--- src/rtl/frame_sched_pkg.sv ---
// frame_sched_pkg: shared state enums and bank/index helpers
// for the ping-pong frame scheduler.
package frame_sched_pkg;

  typedef enum logic [1:0] {
    W_IDLE,
    W_SETTLE,
    W_CAPTURE
  } wr_state_e;

  typedef enum logic [1:0] {
    R_IDLE,
    R_READ,
    R_DRAIN
  } rd_state_e;

  // Default geometry: 1024-point frames, address {bank, index}.
  localparam int N_DEF    = 1024;
  localparam int AW_DEF   = $clog2(N_DEF) + 1;
  localparam int BANK_BIT = AW_DEF - 1;
  localparam int IDX_W    = AW_DEF - 1;

  // Same helpers for a non-default address width.
  function automatic int bank_bit_of(input int aw);
    return aw - 1;
  endfunction

  function automatic int idx_w_of(input int aw);
    return aw - 1;
  endfunction

endpackage

--- src/rtl/frame_sched_drain_wdog.sv ---
// frame_sched_drain_wdog: counts cycles spent draining and
// fires on the LIMIT-th consecutive cycle.
module frame_sched_drain_wdog #(
  parameter int LIMIT = 65535
) (
  input  logic clk_i,
  input  logic rst_n,
  input  logic run_i,
  output logic fire_o
);

  localparam int CW = $clog2(LIMIT + 1);

  logic [CW-1:0] cnt_q;

  assign fire_o = run_i && (cnt_q == CW'(LIMIT - 1));

  // Count while draining; restart whenever drain ends.
  always_ff @(posedge clk_i) begin
    if (!rst_n || !run_i) begin
      cnt_q <= '0;
    end else begin
      cnt_q <= cnt_q + 1'b1;
    end
  end

endmodule

--- src/rtl/frame_sched.sv ---
// frame_sched: ping-pong frame scheduler for the FMCW receive path.
// Optional drain watchdog is built when FRAME_SCHED_TIMEOUT_EN is defined.
module frame_sched
  import frame_sched_pkg::*;
#(
  parameter int N              = 1024,
  parameter int SETTLE         = 8,
  parameter int TIMEOUT_CYCLES = 65535,
  parameter int AW             = $clog2(N) + 1
) (
  input  logic          clk_i,
  input  logic          rst_n,
  input  logic          chirp_start_i,
  input  logic          sample_en_i,
  input  logic          rd_ce_i,
  input  logic          fft_done_i,
  output logic          wr_en_o,
  output logic [AW-1:0] wr_addr_o,
  output logic          rd_en_o,
  output logic [AW-1:0] rd_addr_o,
  output logic          fft_en_o,
  output logic [15:0]   frame_ctr_o,
  output logic [7:0]    drop_ctr_o,
  output logic          timeout_o
);

  localparam int BB = bank_bit_of(AW);
  localparam int IW = idx_w_of(AW);
  localparam int SW = (SETTLE > 1) ? $clog2(SETTLE) : 1;

  localparam logic [IW-1:0] LAST_IDX = IW'(N - 1);
  localparam logic [SW-1:0] LAST_SET = SW'(SETTLE - 1);

  // Writer state
  wr_state_e      wr_st_q;
  logic           wr_bank_q;
  logic [IW-1:0]  widx_q;
  logic [SW-1:0]  scnt_q;
  logic           wr_en_q;
  logic [AW-1:0]  wr_addr_q;

  // Reader state
  rd_state_e      rd_st_q;
  logic           rd_bank_q;
  logic [IW-1:0]  ridx_q;
  logic           rd_en_q;
  logic [AW-1:0]  rd_addr_q;
  logic           fft_en_q;
  logic [15:0]    frame_q;

  // Bank bookkeeping
  logic [1:0]     full_q;
  logic [1:0]     full_d;
  logic [7:0]     drop_q;
  logic [7:0]     drop_d;
  logic [8:0]     drop_sum;

  logic [1:0]     bank_ok;
  logic           rd_busy;
  logic           rd_pick;
  logic           w_fill;
  logic           w_drop;
  logic           r_drain;
  logic           r_rel;
  logic           wd_fire;
  logic           t_drop;

  assign rd_busy = (rd_st_q != R_IDLE);
  assign r_drain = (rd_st_q == R_DRAIN);

  // A bank is writable when empty and not held by the reader.
  assign bank_ok[0] = !full_q[0] && !(rd_busy && !rd_bank_q);
  assign bank_ok[1] = !full_q[1] && !(rd_busy && rd_bank_q);

  // Both full: take the bank not read last time.
  assign rd_pick = (full_q == 2'b11) ? ~rd_bank_q : full_q[1];

  assign w_fill = (wr_st_q == W_CAPTURE) && !chirp_start_i
               && sample_en_i && (widx_q == LAST_IDX);

  assign w_drop = chirp_start_i
               && ((wr_st_q != W_IDLE) || (bank_ok == 2'b00));

  assign r_rel  = r_drain && (fft_done_i || wd_fire);
  assign t_drop = r_drain && wd_fire && !fft_done_i;

  // Writer: bank choice, settle discard, capture addressing
  always_ff @(posedge clk_i) begin
    if (!rst_n) begin
      wr_st_q   <= W_IDLE;
      wr_bank_q <= 1'b0;
      widx_q    <= '0;
      scnt_q    <= '0;
      wr_en_q   <= 1'b0;
      wr_addr_q <= '0;
    end else begin
      wr_en_q <= 1'b0;
      unique case (wr_st_q)
        W_IDLE: begin
          if (chirp_start_i && (bank_ok != 2'b00)) begin
            wr_bank_q <= !bank_ok[0];
            scnt_q    <= '0;
            wr_st_q   <= W_SETTLE;
          end
        end
        W_SETTLE: begin
          if (chirp_start_i) begin
            scnt_q <= '0;
          end else if (sample_en_i) begin
            if (scnt_q == LAST_SET) begin
              widx_q  <= '0;
              wr_st_q <= W_CAPTURE;
            end else begin
              scnt_q <= scnt_q + 1'b1;
            end
          end
        end
        W_CAPTURE: begin
          if (chirp_start_i) begin
            scnt_q  <= '0;
            wr_st_q <= W_SETTLE;
          end else if (sample_en_i) begin
            wr_en_q             <= 1'b1;
            wr_addr_q[BB]       <= wr_bank_q;
            wr_addr_q[IW-1:0]   <= widx_q;
            widx_q              <= widx_q + 1'b1;
            if (widx_q == LAST_IDX) begin
              wr_st_q <= W_IDLE;
            end
          end
        end
        default: wr_st_q <= W_IDLE;
      endcase
    end
  end

  // Reader: bank selection, paced reads, drain hold
  always_ff @(posedge clk_i) begin
    if (!rst_n) begin
      rd_st_q   <= R_IDLE;
      rd_bank_q <= 1'b0;
      ridx_q    <= '0;
      rd_en_q   <= 1'b0;
      rd_addr_q <= '0;
      fft_en_q  <= 1'b0;
      frame_q   <= '0;
    end else begin
      rd_en_q <= 1'b0;
      unique case (rd_st_q)
        R_IDLE: begin
          if (full_q != 2'b00) begin
            rd_bank_q <= rd_pick;
            ridx_q    <= '0;
            frame_q   <= frame_q + 16'd1;
            rd_st_q   <= R_READ;
          end
        end
        R_READ: begin
          if (rd_ce_i) begin
            rd_en_q           <= 1'b1;
            rd_addr_q[BB]     <= rd_bank_q;
            rd_addr_q[IW-1:0] <= ridx_q;
            fft_en_q          <= 1'b1;
            ridx_q            <= ridx_q + 1'b1;
            if (ridx_q == LAST_IDX) begin
              rd_st_q <= R_DRAIN;
            end
          end
        end
        R_DRAIN: begin
          if (r_rel) begin
            fft_en_q <= 1'b0;
            rd_st_q  <= R_IDLE;
          end
        end
        default: rd_st_q <= R_IDLE;
      endcase
    end
  end

  // Next full mask and saturating drop count
  always_comb begin
    full_d = full_q;
    if (w_fill) begin
      full_d[wr_bank_q] = 1'b1;
    end
    if (r_rel) begin
      full_d[rd_bank_q] = 1'b0;
    end
    drop_sum = {1'b0, drop_q} + {8'd0, w_drop} + {8'd0, t_drop};
    drop_d   = drop_sum[8] ? 8'hFF : drop_sum[7:0];
  end

  // Bank bookkeeping registers
  always_ff @(posedge clk_i) begin
    if (!rst_n) begin
      full_q <= 2'b00;
      drop_q <= '0;
    end else begin
      full_q <= full_d;
      drop_q <= drop_d;
    end
  end

`ifdef FRAME_SCHED_TIMEOUT_EN
  logic timeout_q;

  frame_sched_drain_wdog #(
    .LIMIT (TIMEOUT_CYCLES)
  ) u_wdog (
    .clk_i  (clk_i),
    .rst_n  (rst_n),
    .run_i  (r_drain),
    .fire_o (wd_fire)
  );

  // Sticky watchdog flag
  always_ff @(posedge clk_i) begin
    if (!rst_n) begin
      timeout_q <= 1'b0;
    end else if (t_drop) begin
      timeout_q <= 1'b1;
    end
  end

  assign timeout_o = timeout_q;
`else
  localparam int unused_tmo = TIMEOUT_CYCLES;

  assign wd_fire   = 1'b0;
  assign timeout_o = 1'b0;
`endif

  assign wr_en_o     = wr_en_q;
  assign wr_addr_o   = wr_addr_q;
  assign rd_en_o     = rd_en_q;
  assign rd_addr_o   = rd_addr_q;
  assign fft_en_o    = fft_en_q;
  assign frame_ctr_o = frame_q;
  assign drop_ctr_o  = drop_q;

endmodule

--- config.mk ---
export PLATFORM = sky130hd
export DESIGN_NAME = frame_sched
export DESIGN_NICKNAME = d
export VERILOG_FILES = /design/src/rtl/frame_sched_pkg.sv /design/src/rtl/frame_sched_drain_wdog.sv /design/src/rtl/frame_sched.sv
export SDC_FILE = /design/constraint.sdc
export NUM_CORES = 1
export LEC_CHECK = 0
export BUFFER_PORTS_ARGS = -buffer_cell sky130_fd_sc_hd__buf_2
export CELL_PAD_IN_SITES_DETAIL_PLACEMENT = 1
export CELL_PAD_IN_SITES_GLOBAL_PLACEMENT = 1
export CORE_UTILIZATION = 45
export DETAILED_ROUTE_END_ITERATION = 6
export MAX_ROUTING_LAYER = met4
export PLACE_DENSITY_LB_ADDON = 0.1
export SYNTH_ARGS = -nofsm -noshare
export SYNTH_HDL_FRONTEND = slang
export SYNTH_SLANG_ARGS = --single-unit
--- constraint.sdc ---
create_clock -name clk_i -period 4.3 [get_ports clk_i]
set_input_delay 0.645 -clock clk_i [delete_from_list [all_inputs] [get_ports clk_i]]
set_output_delay 0.645 -clock clk_i [all_outputs]
set_load 0.02 [all_outputs]
==> reports/results.ini, run 1 <==
[global_route]
grt_overflow = 0
grtUsageTotal = 0.2171
grt_pass1_vias = 3039
antenna_found_initial = 0
grt_pass1_wl_um = 14170
grt_max_degree = 36

[floorplan]
die_height_um = 90.11
die_w_um = 90.11
io_pins = 56
rows = 31
core_area_um2 = 7370
start_util = 0.4740
die_area_um2 = 8119

[sta]
relSlewSlack = 0.2977
whs_ps = 455.7
hold_viol_final = 0
post-route-period-util = 0.5586
setup_violations = 0
setup_tns_ps = 0
min_period_ps = 2402
fmax_mhz = 416.3
max_slew.worst_pin.slew_ps = 1052
clock_skew_ps = 10.16
grt_setup_unrepaired = false
final_max_slew_viol_count = 0

[routing]
avgViaCountPerCell = 5.491
dr.pass1.iters = 4
ant_nets = 0
drc_errors = 0
via_count = 3141
wl_um = 8205
wire_per_inst_um = 14.34
first_iter_violations = 110

[critical_path]
path_class = register to register
cp-end-kind = register
cp.required_ps = 4580
arrival_ps = 2680
crit_path_start_kind = register
cp_max_fo = 13

[final_layout]
drive_gt1_frac = 0.1522
n_antenna_cell = 0
mostFrequentLayoutCells = dfxtp_1 (80), nand2_1 (66), buf_2 (54), a21oi_1 (52), nor2_1 (40)
fin_nets = 481
syn_to_final_growth_pct = 14.18
final_cells = 572
mostFrequentLayoutCell = dfxtp_1
final_util = 0.5413

[clocking]
clock_latency_ps = 350
cts.clk_slew.worst_paths_ps = 80
cts-root-buf = clkbuf_8
cts_resized = 0
postCtsSetupBuffers = 0
htreeDepth = 3
clockBufferDepth = 2
cts_buffers = 9
clock-sinks = 80
cts_tree = built
hold_buffers = 0

[placed_design]
io_buffers = 54
dpl.hpwl_um = 5972
dp.cells = 556
routabilityCongestion = 0.7416

[pwr]
internal-power_uw = 1039
power.density_nw_per_um2 = 333.8
p_seq_frac = 0.560
leakagePower_uw = 0.001472
p_sw_uw = 292.4
peakVddDrop_v = 0.0001341
pwr-share-comb = 0.026
swShare = 0.2196
clkPwrFrac = 0.414

[flow_run]
maxCapViolCount = 0

[logic_synthesis]
synth_seq_cells = 80
yosys_most_used_dff = dfxtp_1
ys_async_sr_fraction = 0
synth_edf_count = 0
synth_cell_type_count = 48
yosysWarnings = 0
synth_nets = 437
avgSynthCellArea_um2 = 8.239
syn-instance-count = 424
syn_area_um2 = 3493
ys_seq_area_frac = 0.4585

[hold_path]
hold_path_class = register to register

[run_status]
status = complete, no violations

## cell families after synthesis
| family | after synthesis | share of synthesized area |
|---|---|---|
| multiplexers | 4 | 0.01146 |
| AO/OA/AOI/OAI | 96 | 0.1597 |
| AND/OR/NAND/NOR | 185 | 0.2593 |
| buffers and inverters | 33 | 0.03976 |
| other | 1 | 0.001073 |
| flip-flops | 80 | 0.4585 |
| XOR/XNOR | 18 | 0.04513 |
| adder cells (fa/ha/maj) | 7 | 0.02507 |
## registers in the layout, summed over array words and instances (netlist names)
signal / count
frame_ctr_o: 16
rd_addr_o: 11
wr_addr_o: 11
ridx_q: 10
widx_q: 10
drop_ctr_o: 8
scnt_q: 3
full_q: 2
rd_st_q: 2
wr_st_q: 2
fft_en_o: 1
rd_bank_q: 1
rd_en_o: 1
wr_bank_q: 1
wr_en_o: 1
## final cells by class
type | instances | area, um2
clock buffers | 14 | 152.6
clock inverters | 2 | 38.79
fillers | 946 | 3381
inverters | 11 | 41.29
multi-input cells | 311 | 1753
flip-flops and latches | 80 | 1602
well taps | 99 | 123.9
repair buffers | 55 | 277.8
## worst max-delay path: stages (launching register included)
cell,delay [ps]
dfxtp_1,550
nor2_1,240
o21ai_0,240
o21a_1,170
ha_1,170
ha_1,200
nand4_1,230
or2_2,400
a21oi_1,130
## synthesized netlist by cell type, types with 4 or more instances
library cell	count	area (um2)
inv_1	11	41.29
o21ai_0	17	85.08
nor4_1	7	43.79
o31ai_1	4	30.03
or2_2	4	25.02
nand4_1	6	37.54
xnor2_1	15	131.4
nand3_1	13	65.06
a21oi_1	52	260.3
nor3_1	4	20.02
nor2_1	40	150.1
or4_1	7	52.55
mux2i_1	4	40.04
or3_1	14	87.58
ha_1	7	87.58
nand2_1	66	247.7
dfxtp_1	80	1602
nand2b_1	6	37.54
clkbuf_1	16	60.06
## worst paths after layout
kind,startpoint,endpoint,slack (ps),cells after the start
max,rd_st_q[1],drop_ctr_o[4],1900,8
min,rd_addr_o[9],rd_addr_o[9],460,2
max reg2reg,rd_st_q[1],drop_ctr_o[4],1900,8
min reg2reg,rd_addr_o[9],rd_addr_o[9],460,2
## through the flow
stage	instance area (um2)	worst slack, ps	power (uW)
after floorplan	3493	2234	786.4
after global placement	3797	2025	797.1
after global routing	3989	1660	1381
after CTS	3989	1933	1344
after detailed placement	3797	1948	798.4
final	3989	1898	1332
## per-layer routing
layer	global-route usage	vias to the layer above	routed length [um]
li1	-	1579	-
met1	0.2775	1507	4010
met2	0.3410	46	3844
met3	0.03046	9	220
met4	0.09812	0	129
met5	-	-	0
## power by group through the flow
stage | Sequential, uW | Combinational, uW | Clock (uW)
global route | 746 | 38.7 | 596
floorplan | 763 | 23.6 | 0
global placement | 763 | 33.8 | 0
detailed placement | 763 | 35.0 | 0
finish | 746 | 34.4 | 551
CTS | 746 | 35.0 | 563
Power figures use the tool's default switching activity.
==> run 2, diff against run 1 <==
--- a/config.mk
+++ b/config.mk
@@ -5,10 +5,11 @@
 export SDC_FILE = /design/constraint.sdc
 export NUM_CORES = 1
 export LEC_CHECK = 0
+export ABC_AREA = 1
 export BUFFER_PORTS_ARGS = -buffer_cell sky130_fd_sc_hd__buf_2
 export CELL_PAD_IN_SITES_DETAIL_PLACEMENT = 1
 export CELL_PAD_IN_SITES_GLOBAL_PLACEMENT = 1
-export CORE_UTILIZATION = 45
+export CORE_UTILIZATION = 36
 export DETAILED_ROUTE_END_ITERATION = 6
 export MAX_ROUTING_LAYER = met4
 export PLACE_DENSITY_LB_ADDON = 0.1
==> constraint.sdc (replaced) <==
create_clock -name clk_i -period 2 [get_ports clk_i]
set_input_delay 0.3 -clock clk_i [delete_from_list [all_inputs] [get_ports clk_i]]
set_output_delay 0.3 -clock clk_i [all_outputs]
set_load 0.02 [all_outputs]
==> run 2 against run 1 <==
Non-clock buffer count rose by 16. Sequential power increased by 120%. Critical path depth increased by 4. Setup slack worse by 1800 ps. First-iteration DRC count is 8.2% lower. Design area up 14%. Hold slack lost 140 ps. Total power rose by 140%. Critical endpoint is now drop_ctr_o[0].
==> reports/results.ini, run 2 <==
[pwr]
swShare = 0.2720  ; was 0.2196
finalPower_uw = 3138  ; was 1332 uW
leakagePower_uw = 0.002006  ; was 0.001472 uW
pwr-share-comb = 0.083  ; was 0.026
peakVddDrop_v = 0.0003622  ; was 0.0001341 V
p_seq_frac = 0.522  ; was 0.560
power.density_nw_per_um2 = 687.1  ; was 333.8 nW/um2
internal-power_uw = 2284  ; was 1039 uW
clkPwrFrac = 0.395  ; was 0.414
p_sw_uw = 853.5  ; was 292.4 uW

[logic_synthesis]
synth_common_cells = nand2_1 (125), dfxtp_1 (80), nor2_1 (72)  ; was dfxtp_1 (80), nand2_1 (66), a21oi_1 (52)
yosys_most_used_dff = dfxtp_1  ; unchanged
synth_seq_cells = 80  ; unchanged
ys_seq_area_frac = 0.4268  ; was 0.4585
yosysWarnings = 0  ; unchanged
synth.top_cell.area_share = 0.4268  ; was 0.4585
ys_async_sr_fraction = 0  ; unchanged
yosys.area.top_type = dfxtp_1  ; unchanged
syn-instance-count = 541  ; was 424
synth_cell_type_count = 32  ; was 48
synth_edf_count = 0  ; unchanged
synth_nets = 554  ; was 437
avgSynthCellArea_um2 = 6.936  ; was 8.239 um2
synth_area_leaders = dfxtp_1 (43%), nand2_1 (13%), a21oi_1 (7.2%), nor2_1 (7.2%), inv_1 (6.1%)  ; was dfxtp_1 (46%), a21oi_1 (7.4%), nand2_1 (7.1%), nor2_1 (4.3%), xnor2_1 (3.8%)
synth.most_common_cell = nand2_1  ; was dfxtp_1
syn_area_um2 = 3752  ; was 3493 um2

[flow_run]
maxCapViolCount = 0  ; unchanged

[placed_design]
routabilityCongestion = 0.7832  ; was 0.7416
io_buffers = 54  ; unchanged
dpl_cell_area_um2 = 4237  ; was 3797 um2
dpl.hpwl_um = 7320  ; was 5972 um

[critical_path]
cp_max_fo = 6  ; was 13
crit_family = simple AND/OR/NAND/NOR gates  ; unchanged
critical-path-max-stage-delay_ps = 390  ; was 550 ps
cp.required_ps = 2290  ; was 4580 ps
path_class = register to register  ; unchanged
cp.depth = 12  ; was 8
crit_path_start_kind = register  ; unchanged
path_buf_inv = 1  ; was 0
cp-end-kind = register  ; unchanged
arrival_ps = 2210  ; was 2680 ps
crit_top_cell = nand2_2  ; was ha_1
r2r_cells = 12  ; was 8
crit_slowest_cell = dfxtp_4  ; was dfxtp_1
crit_chain = inv_4, nand2_4, nand2_2, nand2_2, nand2_2, a21oi_2, ha_2, ha_4, nand3_4, nor3_4, nand3_4, a21oi_1  ; was nor2_1, o21ai_0, o21a_1, ha_1, ha_1, nand4_1, or2_2, a21oi_1

[sta]
min_period_ps = 1913  ; was 2402 ps
final_max_slew_viol_count = 0  ; unchanged
hold_viol_final = 0  ; unchanged
setup_violations = 0  ; unchanged
clock_skew_ps = 13.28  ; was 10.16 ps
fmax_mhz = 522.8  ; was 416.3 MHz
post-route-period-util = 0.9563  ; was 0.5586
setup_tns_ps = 0  ; unchanged
grt_setup_unrepaired = true  ; was false

[run_status]
status = complete, no violations  ; unchanged

[floorplan]
die_height_um = 104.1  ; was 90.11 um
core_area_um2 = 9955  ; was 7370 um2
rows = 36  ; was 31
start_util = 0.3769  ; was 0.4740
die_area_um2 = 10840  ; was 8119 um2
die_w_um = 104.1  ; was 90.11 um
io_pins = 56  ; unchanged

[final_layout]
n_fill_cell = 1317  ; was 946
n_antenna_cell = 0  ; unchanged
design_area_um2 = 4567  ; was 3989 um2
largest_reg_flops = 16  ; unchanged
final_util = 0.4588  ; was 0.5413
mostFrequentLayoutCell = nand2_1  ; was dfxtp_1
mostFrequentLayoutCells = nand2_1 (122), dfxtp_1 (78), nor2_1 (72), inv_1 (61), buf_2 (54)  ; was dfxtp_1 (80), nand2_1 (66), buf_2 (54), a21oi_1 (52), nor2_1 (40)
drive_gt1_frac = 0.2078  ; was 0.1522
syn_to_final_growth_pct = 21.71  ; was 14.18%
fin_nets = 624  ; was 481

[global_route]
grt_pass1_wl_um = 17160  ; was 14170 um
grt_pass1_vias = 3726  ; was 3039
grt_max_degree = 19  ; was 36
grt_overflow = 0  ; unchanged
grtUsageTotal = 0.1975  ; was 0.2171
antenna_found_initial = 0  ; unchanged

[clocking]
cts_buffers = 9  ; unchanged
cts_tree = built  ; unchanged
cts.clk_slew.worst_paths_ps = 90  ; was 80 ps
htreeDepth = 3  ; unchanged
clock-sinks = 80  ; unchanged
clock_latency_ps = 360  ; was 350 ps
cts-root-buf = clkbuf_8  ; unchanged
clockBufferDepth = 2  ; unchanged

[routing]
drc_errors = 0  ; unchanged
wire_per_inst_um = 13.38  ; was 14.34 um
via_count = 3649  ; was 3141
ant_nets = 0  ; unchanged
wl_um = 10020  ; was 8205 um
dr.pass1.iters = 4  ; unchanged
avgViaCountPerCell = 4.872  ; was 5.491
first_iter_violations = 101  ; was 110

[hold_path]
worstHoldPathCells = 3  ; was 2
hold_path_class = primary input to register  ; was register to register

==> run 2: worst paths after layout <==
| check | start | endpoint | slack [ps] |
|---|---|---|---|
| max | rd_st_q[1] | drop_ctr_o[0] | 90 |
| min | rd_ce_i | rd_addr_o[10] | 310 |
| max reg2reg | rd_st_q[1] | drop_ctr_o[0] | 90 |
| min reg2reg | rd_addr_o[7] | rd_addr_o[7] | 470 |
==> run 2: power by group through the flow <==
stage               logic [uW]  registers, uW  clock network, uW
finish                     259           1640               1240
global route               296           1640               1340
CTS                        258           1640               1290
detailed placement         257           1680                  0
global placement           248           1680                  0
floorplan                  170           1690                  0
==> run 2: cell families (layout without fill, tap and decap cells) <==
| group | count (synthesis) | after routing | synth area share |
|---|---|---|---|
| compound gates | 93 | 93 | 0.1264 |
| xor+xnor | 5 | 5 | 0.01167 |
| fa+ha+maj | 7 | 7 | 0.02334 |
| buf+inv | 79 | 154 | 0.08236 |
| flops | 80 | 80 | 0.4268 |
| other cells | 1 | 1 | 0.0009994 |
| simple gates | 276 | 276 | 0.3284 |
==> run 2: area by class of cell <==
cell class,count,area (um2),area share
multi-input cells,382,1929,0.4225
flip-flops and latches,80,1609,0.3523
repair buffers,71,401.6,0.08795
inverters,67,256.5,0.05616
well taps,133,166.4,0.03644
clock buffers,9,123.9,0.02712
clock inverters,7,80.08,0.01753
==> run 2: metrics by stage <==
| stage | setup WS [ps] | cells | hold WS [ps] |
|---|---|---|---|
| final | 87.38 | 749 | 313.4 |
| after global routing | -46.63 | 749 | 330.4 |
| after CTS | 43.78 | 746 | 301.4 |
| after detailed placement | -58.33 | 730 | 450.7 |
| after global placement | 22.04 | 730 | 450.0 |
| after floorplan | 17.68 | 541 | 436.8 |
==> run 2: layer usage <==
metal  routed length, um  track usage  up-vias  share of wire
met1                4913       0.2463     1705           0.49
met4                 176      0.07449        0          0.018
li1                    -            -     1877              -
met2                4647       0.3210       52           0.46
met3                 281      0.03195       15          0.028
met5                   0            -        -              0
==> run 2: timing repair <==
item | 4_1_cts | 5_1_grt
setup buffers | 0 | 3
pin swaps | 0 | 8
gates resized for setup | 4 | 24
hold buffers | 0 | 0
cloned | 0 | 0
endpoints found under the setup margin | 7 | 8
==> run 2: worst register-to-register path, delay by kind of cell (launching register included) <==
family	cells	cell delay (ps)
and+or+nand+nor	7	770
DFF	1	390
adders and majority gates	2	360
AOI/OAI and AO/OA	2	300
buffers and inverters	1	40
